$ cat config.mk
export PLATFORM = sky130hd
export DESIGN_NAME = occupancy_grid_updater
export DESIGN_NICKNAME = d
export VERILOG_FILES = /design/src/rtl/occupancy_grid_updater.sv
export SDC_FILE = /design/constraint.sdc
export NUM_CORES = 1
export LEC_CHECK = 0
export CAP_MARGIN = 20
export CELL_PAD_IN_SITES_DETAIL_PLACEMENT = 0
export CELL_PAD_IN_SITES_GLOBAL_PLACEMENT = 1
export CORE_MARGIN = 3
export CORE_UTILIZATION = 35
export DETAILED_ROUTE_END_ITERATION = 8
export MAX_ROUTING_LAYER = met4
export PLACE_DENSITY = 0.88
export SYNTH_ARGS = -nofsm -noshare
export SYNTH_HDL_FRONTEND = slang
export SYNTH_SLANG_ARGS = --single-unit
$ cat constraint.sdc
create_clock -name clock -period 1.9 [get_ports clock]
set_input_delay 0.475 -clock clock [delete_from_list [all_inputs] [get_ports clock]]
set_output_delay 0.475 -clock clock [all_outputs]
set_load 0.03 [all_outputs]
$ cat src/rtl/occupancy_grid_updater.sv
// Read-modify-write controller for the 256x128x8 occupancy grid RAM.
// Applies saturating log-odds hit/miss updates to single cells and provides
// a whole-grid clear that writes CLEAR_VALUE to every cell.
module occupancy_grid_updater #(
   parameter int unsigned HIT_INCREMENT  = 8,
   parameter int unsigned MISS_DECREMENT = 2,
   parameter int unsigned CELL_MAX       = 255,
   parameter int unsigned CELL_MIN       = 0,
   parameter int unsigned CLEAR_VALUE    = 128
) (
   input  logic        clock,
   input  logic        reset,
   input  logic        in_valid,
   output logic        in_ready,
   input  logic [7:0]  in_x,
   input  logic [6:0]  in_y,
   input  logic        in_hit,
   input  logic        clear_start,
   output logic        busy,
   output logic        update_done,
   output logic        clear_done,
   output logic        ram_write_enable,
   output logic [14:0] ram_address,
   output logic [7:0]  ram_input_data,
   input  logic [7:0]  ram_output_data
);

   // 10-bit signed versions of the parameters so over/underflow is visible.
   localparam logic signed [9:0] HitInc   = 10'(HIT_INCREMENT);
   localparam logic signed [9:0] MissDec  = 10'(MISS_DECREMENT);
   localparam logic signed [9:0] CellMax  = 10'(CELL_MAX);
   localparam logic signed [9:0] CellMin  = 10'(CELL_MIN);
   localparam logic [7:0]        ClearVal = 8'(CLEAR_VALUE);
   localparam logic [14:0]       LastAddr = '1;

   typedef enum logic [2:0] {
      StIdle,
      StRead,
      StModify,
      StWrite,
      StClear
   } state_e;

   state_e      state_q, state_d;
   logic        hit_q, hit_d;
   logic [14:0] addr_q, addr_d;
   logic [7:0]  wdata_q, wdata_d;
   logic        we_q, we_d;
   logic        ready_q, ready_d;
   logic        busy_q, busy_d;
   logic        upd_done_q, upd_done_d;
   logic        clr_done_q, clr_done_d;

   logic signed [9:0] old_ext;
   logic signed [9:0] sum_ext;
   logic signed [9:0] diff_ext;
   logic signed [9:0] new_ext;
   logic [7:0]        new_value;

   // Saturating log-odds update of the cell value returned by the RAM.
   always_comb begin
      old_ext  = {2'b00, ram_output_data};
      sum_ext  = old_ext + HitInc;
      diff_ext = old_ext - MissDec;
      new_ext  = old_ext;
      if (hit_q) begin
         new_ext = (sum_ext > CellMax) ? CellMax : sum_ext;
      end else begin
         new_ext = (diff_ext < CellMin) ? CellMin : diff_ext;
      end
      new_value = new_ext[7:0];
   end

   // Next-state and registered-output decode; every output is computed one
   // cycle ahead so the ports come straight from flops.
   always_comb begin
      state_d    = state_q;
      hit_d      = hit_q;
      addr_d     = addr_q;
      wdata_d    = wdata_q;
      we_d       = 1'b0;
      ready_d    = 1'b0;
      busy_d     = 1'b1;
      upd_done_d = 1'b0;
      clr_done_d = 1'b0;

      unique case (state_q)
         StIdle: begin
            busy_d  = 1'b0;
            ready_d = 1'b1;
            // A clear request beats a simultaneous observation.
            if (clear_start) begin
               state_d = StClear;
               addr_d  = '0;
               wdata_d = ClearVal;
               we_d    = 1'b1;
               ready_d = 1'b0;
               busy_d  = 1'b1;
            end else if (in_valid && ready_q) begin
               state_d = StRead;
               hit_d   = in_hit;
               addr_d  = {in_y, in_x};
               ready_d = 1'b0;
               busy_d  = 1'b1;
            end
         end

         StRead: begin
            // RAM captures memory[addr] at the end of this cycle.
            state_d = StModify;
         end

         StModify: begin
            state_d    = StWrite;
            wdata_d    = new_value;
            we_d       = 1'b1;
            upd_done_d = 1'b1;
         end

         StWrite: begin
            state_d = StIdle;
            busy_d  = 1'b0;
            ready_d = 1'b1;
         end

         StClear: begin
            wdata_d = ClearVal;
            if (addr_q == LastAddr) begin
               state_d = StIdle;
               busy_d  = 1'b0;
               ready_d = 1'b1;
            end else begin
               addr_d     = addr_q + 15'd1;
               we_d       = 1'b1;
               // Pulse lines up with the cycle that writes the last cell.
               clr_done_d = (addr_q == LastAddr - 15'd1);
            end
         end

         default: begin
            state_d = StIdle;
            busy_d  = 1'b0;
         end
      endcase
   end

   // State and output registers; reset abandons any pending write.
   always_ff @(posedge clock) begin
      if (reset) begin
         state_q    <= StIdle;
         hit_q      <= 1'b0;
         addr_q     <= '0;
         wdata_q    <= '0;
         we_q       <= 1'b0;
         ready_q    <= 1'b0;
         busy_q     <= 1'b0;
         upd_done_q <= 1'b0;
         clr_done_q <= 1'b0;
      end else begin
         state_q    <= state_d;
         hit_q      <= hit_d;
         addr_q     <= addr_d;
         wdata_q    <= wdata_d;
         we_q       <= we_d;
         ready_q    <= ready_d;
         busy_q     <= busy_d;
         upd_done_q <= upd_done_d;
         clr_done_q <= clr_done_d;
      end
   end

   assign in_ready         = ready_q;
   assign busy             = busy_q;
   assign update_done      = upd_done_q;
   assign clear_done       = clr_done_q;
   assign ram_write_enable = we_q;
   assign ram_address      = addr_q;
   assign ram_input_data   = wdata_q;

endmodule

Word-level counts from Yosys, hierarchy flattened --
Cells that the tools add are included.
Storage, ports and cells: register bits after elaboration 32, bits in latches 0, memory bits (writable) 0, bits in read-only memories 0, output and inout bits 28, logic and storage cells 60, memories 0
Operators by class: add/sub/neg operators 3, $mul 0, div/mod/pow operators 0, magnitude comparators 2, equality and inequality tests 10, shifts and indexed selects 0, mux-type cells 24, bitwise gates (word level) 2, reduce and logical (&&, ||, !) cells 10
Operators by type and width (number):
- 15-bit 2-to-1 mux | 3
- 8-bit 2-to-1 mux | 4
- 15-bit equality test, second input constant | 2
- 15-bit case mux with 2 select lines | 1
- 8-bit case mux with 3 select lines | 1
- 15-bit by 1-bit adder with 15-bit output, second input constant | 1
- 3-bit case mux with 4 select lines | 1
- 8-bit by 4-bit adder with 9-bit output, second input constant | 1
- 9-bit by 8-bit > comparator with 1-bit output, second input constant | 1
- 9-bit by 1-bit less-than comparator with 1-bit output, second input constant | 1
- 3-bit 2-to-1 mux | 3
- 1-bit case mux with 3 select lines | 3
- 8-bit by 2-bit subtractor with 9-bit output, second input constant | 1
- 1-bit 2-to-1 mux | 8
- 3-bit by 2-bit equality test with 1-bit output, second input constant | 2
- 2-bit != test, second input constant | 3
- 3-bit AND reduction | 2
- 2-bit AND reduction | 2
- 3-bit by 1-bit equality test with 1-bit output, second input constant | 1
- 3-bit equality test, second input constant | 1
- 3-bit zero test | 1
- 3-bit != test, second input constant | 1
- 3-bit nonzero test | 1
- 3-bit OR reduction | 1
- other kinds (4) | 5

Logic depth before layout (Yosys ltp) --
depth in word-level cells 5, depth in mapped cells 8, mapped depth without buffers 7

Worst setup path after synthesis --
No wires, ideal clock.
path kind register to register, start reg addr_q[1], in the netlist ram_address[1], end reg addr_q[11], in the netlist ram_address[11], arrival time 1.896 ns, required time 1.833 ns, slack -0.063 ns, cell stages (with the launch flop) 9, path buffers 2, clock period less this slack 1.963 ns, cells stage by stage dfxtp_1 -> ha_1 -> nand3_2 -> nor4_4 -> o21a_1 -> buf_6 -> buf_12 -> o21ai_2 -> a21oi_2
On the way: cells in the longest elaborated chain, start to end 3, elaborated cells between the ends (all ways) 6, those cells by class 1 x add/sub; 2 x eq/ne; 2 x mux; 1 x reduce/logical
Ends and longest elaborated chain:
- start, declared | line 46 | logic [14:0] addr_q, addr_d;
- start signal, assigned | line 162 | addr_q <= addr_d;
- 15-bit by 1-bit adder with 15-bit output or 15-bit equality test (tied branches) | line 133, 128
- 15-bit 2-to-1 mux or 2-bit != test (tied branches)
- 15-bit case mux with 2 select lines or 3-bit AND reduction (tied branches)
Several ways; a longest one is shown, not always the timed one. The select of a mux whose other input is x is not followed. A chain may end at the register's enable or synchronous reset.

Final worst setup path --
start in ram_output_data[4], end reg wdata_q[3], in the netlist ram_input_data[3]
On the way: cells in the longest elaborated chain, start to end 5, elaborated cells between the ends (all ways) 8, those cells by class 2 x add/sub; 2 x order compare; 4 x mux
Ends and longest elaborated chain:
- start, declared | line 25 | input logic [7:0] ram_output_data
- 8-bit by 2-bit subtractor with 9-bit output or 8-bit by 4-bit adder with 9-bit output (tied branches) | line 64, 63
- 9-bit by 1-bit less-than comparator with 1-bit output or 9-bit by 8-bit > comparator with 1-bit output (tied branches) | line 69, 67
- 8-bit 2-to-1 mux, on equally long branches | line 69, 67
- 8-bit 2-to-1 mux (*) | line 66 | if (hit_q) begin
- 8-bit case mux with 3 select lines (*) | line 87 | unique case (state_q)
- end signal, assigned | line 163 | wdata_q <= wdata_d;
- end, declared | line 47 | logic [7:0] wdata_q, wdata_d;
Mark *: on every way between the ends. The rest lies on a longest branch, timed or not.

==> results.md <==
* Crit end category: flip-flop
* TritonCTS clock tree: yes
* Crit path depth at 8
* Clock Sinks at 32
* Slew HR at 70.21%
* Comb power frac at 32.5%
* Gpl congestion at 0.8910
* CTS Hold Bufs at 0
* CP max-delay cell: clkdlybuf4s50_1
* Worst setup startpoint: ram_output_data[4]
* Critical-path cell list: clkdlybuf4s50_1, buf_4, and3_1, a31oi_2, o31ai_2, buf_4, o221ai_1, nand2_1
* Synth top area share at 30.84%
* PD cells at 651.7 nW/um2
* Reg-to-reg endpoint: ram_address[6]$_SDFFE_PP0P_
* Clk_skew at 0.01528 ns
* Placed Area at 2932 um2
* Sum of negative setup slack at 0 ns
* Cell row count at 27
* RSZ-0062 raised after global routing: true
* Ratio of cells with drive above 1 in the final layout at 21.90%
* # DRC at 0
* Tightest Hold Check Type: flip-flop to flip-flop
* Register bit total from synthesis at 32
* CTS buffer count at 5
* Post-synthesis sequential area ratio at 30.84%
* Pint at 1350 uW
* Maxcap violations at 0
* Vias per cell at 5.177
* Ant. Diodes at 0
* CP top delay family: buffers and inverters
* Final core occ at 54.93%
* VDD IR max at 278.5 uV
* Crit Path Max Fanout at 6
* I/O pin count at 56
* Port bufs at 55
* WP data arrival at 2.05 ns
* R2r worst-path depth at 7
* Synth area leader: dfxtp_1
* Post-Place Cells at 412
* Critical Path Start Type: primary input
* Gate Count Post-Synth at 260
* Largest stage delay on the critical path at 0.44 ns
* Syn Area/Cell at 7.988 um2
* Drt wl/cell at 14.55 um
* Final setup viols at 0
* Net Count, Synth at 295
* Outcome: complete, no violations
* CP most frequent cell: buf_4
* Synth top area cells: dfxtp_1, nand2_1, nor2_1
* Worst-path clk slew at 0.06 ns
* Core area at 5608 um2
* Netlist cell types at 58
* Area Growth Syn to Fin at 48.31%
* GRT Total Usage at 17.68%
* Max Buffers Root-to-Sink at 2
* Worst Tran Pin Value at 0.4439 ns
* WP data required at 2.07 ns
* Post-route ant nets at 0
* Sw power at 658.0 uW
* Routed vias at 2169
* Sw frac at 32.77%
* Worst Path Buf+Inv at 3
* Design Area, Final at 3080 um2
* FF-to-FF setup slack at 0.13 ns
* Post-Syn Area at 2077 um2
* Reg power frac at 39.0%
* Static leakage at 0.001304 uW
* Clk pwr share at 28.5%
* Postcts setup bufs at 0
* Primary FF master, synth: dfxtp_1
* Achievable frequency at 534.2 MHz
* Post-synth ARST share at 0%
* H-tree depth at 2
* CP Class: primary input to flip-flop
* Clock latency on the worst-skew pair at 0.29 ns
* DRT Wirelength at 6098 um
* Fin. max-slew vios at 0
* EDFF count, synth at 0
* DIE AREA at 6895 um2
* Crit Reg-Reg Startpoint: ram_address[5]$_SDFFE_PP0P_
* Critical Path Sink: ram_input_data[3]$_SDFFE_PP0P_
* Post-DP HPWL at 4565 um
* Die H at 83.04 um
* Final instance count without filler cells at 419
* Initial Utilization at 37.04%
* Grt ovf at 0
* DR pass1 iterations at 4
* Chip Width at 83.04 um
* Root buf cell: clkbuf_8
* Largest net degree at the start of global routing at 20
* Hold path start: ram_input_data[3]$_SDFFE_PP0P_
* Minimum clock period at 1.872 ns
* Synth warn at 0
* Vias in the first global route at 2059
* Final Hold Fails at 0
* Period utilization at 98.52%
* Final nets at 382
* First-pass GRT wire length at 9804 um
* Initial antenna violation count at 0
* Detailed router's first-iteration violation count at 139
## state kept, by name, indices dropped and copies added, names as in the netlist
signal / count
ram_write_enable: 1
hit_q: 1
state_q: 3
update_done: 1
in_ready: 1
clear_done: 1
ram_address: 15
ram_input_data: 8
busy: 1
## power groups by stage
stage	clock network [uW]	registers (uW)	logic (uW)
after CTS	584	780	648
after floorplan	0	871	292
final	573	782	653
after global routing	614	788	705
after detailed placement	0	795	651
after global placement	0	794	644
## worst register-to-register path, cell delays in order, from the launching register on
cell	delay [ns]
dfxtp_1	0.47
nand4_4	0.18
nor4_4	0.36
o21a_1	0.20
buf_4	0.15
buf_4	0.14
a211oi_2	0.04
nor3_2	0.16
## cell usage after synthesis, drive strengths merged (6+ instances only)
cell    number
nand3        7
inv          9
ha           7
o21ai       17
and3         7
nand2       27
nor4         6
a21oi       18
nand4        7
nor2        27
clkbuf       9
nor3        15
and2         6
buf          8
dfxtp       32
xor2         6
a31oi        6
## cells by family after synthesis
logic type,after synthesis,synth area share [%]
buffers and inverters,27,7.590
AO/OA/AOI/OAI,70,22.83
XOR/XNOR,11,4.638
adder cells (fa/ha/maj),7,4.217
AND/OR/NAND/NOR,112,29.40
flip-flops,32,30.84
multiplexers,1,0.4819
## worst min path at each step
stage / endpoint / slack [ns] / depth (start not counted)
floorplan: ram_input_data[1]$_SDFFE_PP0P_ / 0.56 / 2
finish: ram_input_data[3]$_SDFFE_PP0P_ / 0.43 / 2
CTS: ram_input_data[3]$_SDFFE_PP0P_ / 0.44 / 2
global placement: ram_input_data[3]$_SDFFE_PP0P_ / 0.43 / 2
detailed placement: ram_input_data[3]$_SDFFE_PP0P_ / 0.43 / 2
global route: ram_input_data[3]$_SDFFE_PP0P_ / 0.47 / 2
## per-layer routing
layer / wire length, um / global-route usage [%] / vias up
met5: 0 / - / -
li1: - / - / 1119
met3: 211 / 3.571 / 6
met2: 2927 / 29.96 / 53
met1: 2892 / 21.48 / 991
met4: 68 / 4.458 / 0
## timing repair
action / 4_1_cts / 5_1_grt
setup endpoints to repair: 18 / 16
gates resized for setup: 8 / 13
pin swaps: 2 / 0
## per-stage QoR
stage,setup slack (ns),hold slack (ns),total power (uW)
after detailed placement,-0.3403,0.4280,1447
after CTS,0.003377,0.4361,2012
after floorplan,0.08515,0.5625,1163
after global routing,-0.03601,0.4673,2107
after global placement,-0.2964,0.4303,1438
final,0.02818,0.4343,2008
## layout by cell type (no fill, tap or decap), drive strengths merged, types with 4 or more instances in the layout
cell	instances
ha	7
nand2b	4
and3	7
dlymetal6s2s	5
nor4	6
buf	43
a31oi	6
nand2	27
inv	9
nor3	15
and2	6
dlygate4sd2	6
o21ai	17
nor2	27
dfxtp	32
nand3	7
a211oi	5
a221oi	4
clkbuf	7
xnor2	5
a21oi	18
nand4	7
xor2	6
clkdlybuf4s50	44
## area by class of cell
cell class | instances | area (um2)
Tap cell | 72 | 90.09
Clock buffer | 7 | 96.34
Fill cell | 539 | 2527
Sequential cell | 32 | 643.1
Timing Repair Buffer | 98 | 890.9
Inverter | 9 | 33.78
Multi-Input combinational cell | 201 | 1326
Note: power is estimated with default switching activity, not from simulation.
